[src/rtl/iiitb_tlc_sensor_cond.sv]
// iiitb_tlc_sensor_cond
// Conditions the farm-road vehicle loop detector for the traffic light
// controller. The raw loop is synchronized and debounced into a presence
// level. A small FSM turns presence into a latched vehicle request
// (sensor), and the request is held while the farm road is served.
//
// Ports
//   clk          single clock, rising edge
//   rst_n        asynchronous active-low reset
//   loop_raw     raw loop detector, asynchronous to clk, may bounce
//   light_farm   farm-road light: 3'b100 RED, 3'b010 YELLOW, 3'b001 GREEN
//   cnt_clr      synchronous clear of veh_count
//   sensor       registered vehicle request to the controller
//   veh_count    registered, saturating count of qualified arrivals
//
// Build option
//   TLC_VEH_COUNT_EN  defined: vehicle counter compiled in.
//                     undefined: veh_count tied to 0 and cnt_clr ignored.
//
// FSM states
//   state | meaning
//   IDLE  | no request pending, sensor low
//   REQ   | request latched, waiting for farm-road GREEN
//   SERVE | farm road green, request held for at least HOLD_CYCLES

module iiitb_tlc_sensor_cond #(
    parameter int unsigned DEBOUNCE_CYCLES = 8,
    parameter int unsigned HOLD_CYCLES     = 16
) (
    input  logic       clk,
    input  logic       rst_n,
    input  logic       loop_raw,
    input  logic [2:0] light_farm,
    input  logic       cnt_clr,
    output logic       sensor,
    output logic [7:0] veh_count
);

    localparam logic [7:0] DEB_LAST = 8'(DEBOUNCE_CYCLES - 1);
    localparam logic [7:0] HOLD_MAX = 8'(HOLD_CYCLES);
    localparam logic [2:0] GREEN    = 3'b001;

    typedef enum logic [1:0] {
        IDLE  = 2'd0,
        REQ   = 2'd1,
        SERVE = 2'd2
    } state_t;

    logic [1:0] rst_sync;
    logic       rst_ok;
    logic [1:0] loop_sync;
    logic       loop_s;
    logic [7:0] deb_cnt;
    logic       pres;
    logic       deb_hit;
    logic       pres_rise;
    logic [7:0] hold_cnt;
    logic       green;
    state_t     state;
    state_t     state_next;

    // Reset release is re-timed so the FSM never leaves IDLE on the
    // same edge the asynchronous reset deasserts.
    always_ff @(posedge clk or negedge rst_n) begin
        if (!rst_n) rst_sync <= 2'b00;
        else        rst_sync <= {rst_sync[0], 1'b1};
    end
    assign rst_ok = rst_sync[1];

    always_ff @(posedge clk or negedge rst_n) begin
        if (!rst_n) loop_sync <= 2'b00;
        else        loop_sync <= {loop_sync[0], loop_raw};
    end
    assign loop_s = loop_sync[1];

    // Counts consecutive disagreements with pres; any agreement restarts.
    assign deb_hit   = (loop_s != pres) && (deb_cnt == DEB_LAST);
    assign pres_rise = deb_hit && !pres;

    always_ff @(posedge clk or negedge rst_n) begin
        if (!rst_n) begin
            deb_cnt <= 8'd0;
            pres    <= 1'b0;
        end else if (loop_s == pres) begin
            deb_cnt <= 8'd0;
        end else if (deb_hit) begin
            deb_cnt <= 8'd0;
            pres    <= ~pres;
        end else begin
            deb_cnt <= deb_cnt + 8'd1;
        end
    end

    // Cleared in every state but SERVE, so it is zero on SERVE entry.
    always_ff @(posedge clk or negedge rst_n) begin
        if (!rst_n)                 hold_cnt <= 8'd0;
        else if (state != SERVE)    hold_cnt <= 8'd0;
        else if (hold_cnt != HOLD_MAX) hold_cnt <= hold_cnt + 8'd1;
    end

    assign green = (light_farm == GREEN);

    always_ff @(posedge clk or negedge rst_n) begin
        if (!rst_n) begin
            state  <= IDLE;
            sensor <= 1'b0;
        end else begin
            state  <= state_next;
            sensor <= (state_next != IDLE);
        end
    end

    // IDLE is only ever entered with pres low, so pres high in IDLE
    // always marks a fresh rising edge.
    always_comb begin
        state_next = state;
        case (state)
            IDLE:  if (pres && rst_ok) state_next = REQ;
            REQ:   if (green) state_next = SERVE;
            SERVE: begin
                if (!green)                          state_next = pres ? REQ : IDLE;
                else if (!pres && hold_cnt == HOLD_MAX) state_next = IDLE;
            end
            default: state_next = IDLE;
        endcase
    end

`ifdef TLC_VEH_COUNT_EN
    always_ff @(posedge clk or negedge rst_n) begin
        if (!rst_n)                          veh_count <= 8'd0;
        else if (cnt_clr)                    veh_count <= 8'd0;
        else if (pres_rise && veh_count != 8'hFF) veh_count <= veh_count + 8'd1;
    end
`else
    logic unused_sig;
    assign unused_sig = cnt_clr ^ pres_rise;
    assign veh_count  = 8'd0;
`endif

endmodule

[config.mk]
export PLATFORM = sky130hd
export DESIGN_NAME = iiitb_tlc_sensor_cond
export DESIGN_NICKNAME = d
export VERILOG_FILES = /design/src/rtl/iiitb_tlc_sensor_cond.sv
export SDC_FILE = /design/constraint.sdc
export NUM_CORES = 1
export LEC_CHECK = 0
export ABC_AREA = 1
export CORE_AREA = 2 2 53 55
export DETAILED_ROUTE_END_ITERATION = 7
export DIE_AREA = 0 0 55 57
export GPL_TIMING_DRIVEN = 1
export PLACE_DENSITY = 0.73
export SLEW_MARGIN = 40
export SYNTH_ARGS = -nofsm -noshare
export SYNTH_HDL_FRONTEND = slang
export SYNTH_SLANG_ARGS = --single-unit
[constraint.sdc]
create_clock -name clk -period 1.31 [get_ports clk]
set_clock_uncertainty 0.1 [all_clocks]
set_input_delay 0.3275 -clock clk [delete_from_list [all_inputs] [get_ports clk]]
set_output_delay 0.3275 -clock clk [all_outputs]
set_load 0.02 [all_outputs]
### Yosys cells after proc, flatten, opt, wreduce, memory -nomap -nowiden

Cells that the tools add are included.

* input bits: 7
* output and inout bits: 9
* flip-flop bits (word level): 24

* reduce and logical (&&, ||, !) cells: 8
* equality and inequality tests: 9
* multiplexer cells: 10
* add/subtract/negate cells: 2
* bitwise logic cells: 2

Operators with widths (number)
* 8-bit two-way mux: 4
* 8-bit by 1-bit adder with 8-bit output, second input constant: 2
* 8-bit by 3-bit equality test with 1-bit output, second input constant: 1
* 8-bit by 5-bit equality test with 1-bit output, second input constant: 1
* 2-bit two-way mux: 4
* 8-bit by 5-bit != test with 1-bit output, second input constant: 1
* 2-bit case mux with 3 select lines: 1
* 2-bit nonzero test: 2
* 3-bit by 1-bit equality test with 1-bit output, second input constant: 1
* 1-bit logical AND: 3
* 2-bit by 1-bit equality test with 1-bit output, second input constant: 1
* 2-bit equality test, second input constant: 1
* 2-bit zero test: 1
* 2-bit != test, second input constant: 1
* 1-bit NOT: 2
* 2-bit AND reduction: 1
* 1-bit equality test: 1
* 1-bit zero test: 1
* 1-bit two-way mux: 1
* 1-bit != test: 1

### Depth between registers and ports, before layout

* depth after elaboration: 6
* gate-level depth with buffers: 9
* depth with buffers taken out: 9

### Worst setup path after synthesis

OpenSTA, ideal clock, no wires.

* path type: register to register
* start: reg hold_cnt[0]
* end: reg sensor
* arrival time: 1.072 ns
* setup slack: 0.016 ns
* clock period less this slack: 1.294 ns
* stages on the path, launching flop included: 10
* cells stage by stage: dfrtp_1 -> inv_1 -> ha_1 -> nand2_1 -> nor2_1 -> nand2_1 -> nand2_1 -> nand2_1 -> nand2_1 -> nand2_1

* longest elaborated chain between the ends: 6

Ends and longest elaborated chain
* start: declaration: RTL line 57 `logic [7:0] hold_cnt;`
* start signal: assignment: RTL line 98 `else if (hold_cnt != HOLD_MAX) hold_cnt <= hold_cnt + 8'd1;`
* 8-bit by 5-bit equality test with 1-bit output: RTL line 122 `else if (!pres && hold_cnt == HOLD_MAX) state_next = IDLE;`
* 1-bit logical AND: RTL line 122
* 2-bit two-way mux: RTL line 122
* 2-bit two-way mux: RTL line 121 `if (!green) state_next = pres ? REQ : IDLE;`
* 2-bit case mux with 3 select lines: RTL line 117 `case (state)`
* 2-bit nonzero test: RTL line 109 `sensor <= (state_next != IDLE);`
* end signal: assignment: RTL line 109
* end: declaration: RTL line 35 `output logic sensor,`

Every way passes these cells.
A chain may end at the register's enable or synchronous reset.

### Worst setup path after layout

* start: reg hold_cnt[1]
* end: reg sensor

The elaborated chain is that of the path after synthesis.

==> summary.md <==
| Metric | Value |
|---|---|
| Critical path buffers and inverters | 1 |
| Initial DRT Pass Iterations | 4 |
| DP Area | 1320 um2 |
| DIE WIDTH | approximately 55 um |
| # port buffers | 6 |
| Failing checks | setup timing |
| Reg2reg end | sensor$_DFF_PN0_ |
| Reg2reg start | hold_cnt[1]$_DFFE_PN0P_ |
| Drt via density | 4.79 |
| Cell variety after synth | 21 |
| Number of global-route vias before repair | 883 |
| Gr usage total | 15.5% |
| FMAX | 0.746 GHz |
| Clock Latency Late Sink | about 0.31 ns |
| Slowest stage delay, CP | a little over 0.4 ns |
| VDD IR-drop max | around 1.1 mV |
| Register area share after synthesis | 50.4% |
| R2R cell count | 9 |
| Final setup vio count | 5 |
| Synth Instances | 141 |
| Unrepaired setup endpoints after global routing | true |
| Critical Path, Cell by Cell | inv_2 > ha_4 > nand2_2 > nor2_4 > nand2_2 > nand2_2 > nand2_1 > nand2_1 > nand2_1 |
| Synth Warn # | 0 |
| WS Path Type | reg2reg |
| R2R Setup Slk | -0.03 ns |
| Via count | roughly 900 |
| CP startpoint kind | register |
| Register bit total from synthesis | 24 |
| Initial Utilization | 45.6% |
| Total grt overflow | 0 |
| DR DRC count | 0 |
| Arr. time, crit path | 1.45 ns |
| Post-Syn Area | about 1200 um2 |
| Worst-path clk slew | between 0.1 and 0.15 ns |
| Syn Area/Cell | approximately 8.5 um2 |
| Synth-to-Final Area Change | 20.9% |
| Die Y-Extent | 57 um |
| Clock sinks | 24 |
| WP data required | roughly 1.4 ns |
| Largest net degree at the start of global routing | 25 |
| Crit path time final | 1.34 ns |
| Root buf cell | clkbuf_4 |
| Avg WL per Cell | roughly 11 um |
| Max cap viols | 0 |
| Initial DRC count | 14 |
| Placer congestion estimate | 0.713 |
| Detail Route Antenna Nets | 0 |
| Cell area power density | 1130 nW/um2 |
| # diodes | 0 |
| First-pass GRT wire length | 3500 um |
| Die footprint | approximately 3100 um2 |
| Final setup TNS | -0.0774 ns |
| Io pins | 16 |
| Longest Clk Path Bufs | 2 |
| Final worst-path cycle share | 102% |
| Pins over their slew limit | 0 |
| Final Cell Area | about 1400 um2 |
| Core Rows | 19 |
| CP Capture Type | register |
| Nets | 169 |
| Initial antenna violation count | 0 |
| Final wirelength | 2140 um |
| Run status | finished, violations left |
| Final worst setup slack | -0.0304 ns |
| Endpoints failing hold | 0 |
| Core ar. | 2620 um2 |
| Num CTS Buffers | 3 |
| CP delay by family, top | simple AND/OR/NAND/NOR gates |
| CTS tree | done |
| Post-DP HPWL | 1520 um |
| Slowest-stage cell, CP | dfrtp_1 |
| Htree depth | 1 |
| Worst Path Max Fanout | 3 |
| Leak | 0.648 nW |
| Fraction of layout cells with a size suffix above 1 | roughly a quarter |
| Worst hold path type | in2async |
[layer usage]
metal | wire length [um] | vias up | track usage [%]
li1 | - | 451 | -
met5 | 0 | - | 0
met3 | 85 | 8 | 3.14
met4 | 56 | 0 | 6.27
met1 | 840 | 425 | 17.3
met2 | 1160 | 17 | 27.7
[cells in the mapped netlist]
cell type  instances  area, um2
a21oi_1            7       35.0
a31oi_1            1       6.26
buf_4              9       67.6
conb_1             2       7.51
dfrtp_1           24        601
ha_1               3       37.5
inv_1             23       86.3
nand2_1           25       93.8
nand3_1            6       30.0
nand3_2            1       10.0
nand4_1            2       12.5
nor2_1            20       75.1
nor2_2             2       12.5
nor3_1             2       10.0
nor3_2             1       10.0
o21ai_0            5       25.0
o21ai_1            1       5.00
o31ai_1            1       7.51
xnor2_1            2       17.5
xor2_1             3       26.3
xor2_2             1       16.3
[cell families after synthesis]
group                      count (synthesis)  synth area share, %
adders and majority gates                  3                 3.15
xor gates and xnor gates                   6                 5.04
buffers and inverters                     32                 12.9
other                                      2                0.630
DFF                                       24                 50.4
and+or+nand+nor                           59                 21.3
AOI/OAI and AO/OA                         15                 6.61
[layout make-up]
cell class | count | area [um2]
multi-input combinational | 92 | 552
inverter | 23 | 86.3
fill | 247 | 1170
tap | 31 | 38.8
timing repair buffer | 15 | 141
clock buffer | 3 | 22.5
sequential | 24 | 601
[worst max-delay path by stage]
stage / startpoint / endpoint / slack (ns) / cells past startpoint
after floorplan: hold_cnt[0]$_DFFE_PN0P_ / sensor$_DFF_PN0_ / 0.02 / 9
after global placement: light_farm[0] / sensor$_DFF_PN0_ / -0.19 / 6
after detailed placement: light_farm[0] / sensor$_DFF_PN0_ / -0.30 / 6
final: hold_cnt[1]$_DFFE_PN0P_ / sensor$_DFF_PN0_ / -0.03 / 9
after global routing: hold_cnt[1]$_DFFE_PN0P_ / sensor$_DFF_PN0_ / -0.11 / 9
after CTS: hold_cnt[0]$_DFFE_PN0P_ / sensor$_DFF_PN0_ / -0.05 / 9
[stage by stage]
| stage | std cells | total power [mW] | utilization, % | hold WS [ns] | worst slack, ns |
|---|---|---|---|---|---|
| after global routing | 188 | 1.74 | 55.1 | 0.252 | -0.111 |
| after global placement | 183 | 1.25 | 50.3 | 0.234 | -0.190 |
| after CTS | 187 | 1.61 | 51.7 | 0.251 | -0.0496 |
| final | 188 | 1.63 | 55.1 | 0.247 | -0.0304 |
| after detailed placement | 183 | 1.27 | 50.3 | 0.240 | -0.296 |
| after floorplan | 148 | 1.15 | - | -0.0681 | 0.0165 |
[layout by cell type, fill, tap and decap left out, types with 3 or more instances in the layout]
cell and count:
dfrtp_1 24, nor2_1 15, nand3_1 5, inv_2 4
nand2_1 19, clkbuf_4 3, xor2_1 3, nor2_2 5
conb_1 9, o21ai_0 4, a21oi_1 7, nand2_2 6
inv_1 19, clkdlybuf4s50_1 5, buf_4 8
[flip-flops by register name (all words and copies together) (netlist names)]
signal,count
pres,1
state,2
loop_sync,2
rst_sync,2
deb_cnt,8
hold_cnt,8
sensor,1
[where the power goes]
group          switching (mW)  total, mW  internal, mW
registers              0.0636      0.884         0.820
clock network           0.206      0.314         0.108
logic                   0.257      0.429         0.173
[what timing repair did]
item | 4_1_cts | 5_1_grt
endpoints found under the hold margin | 0 | 0
resized for setup | 10 | 23
hold buffers | 0 | 0
pin swaps | 3 | 7
buffers inserted | 1 | 1
endpoints found under the setup margin | 10 | 19
(Power assumes the default switching activity.)
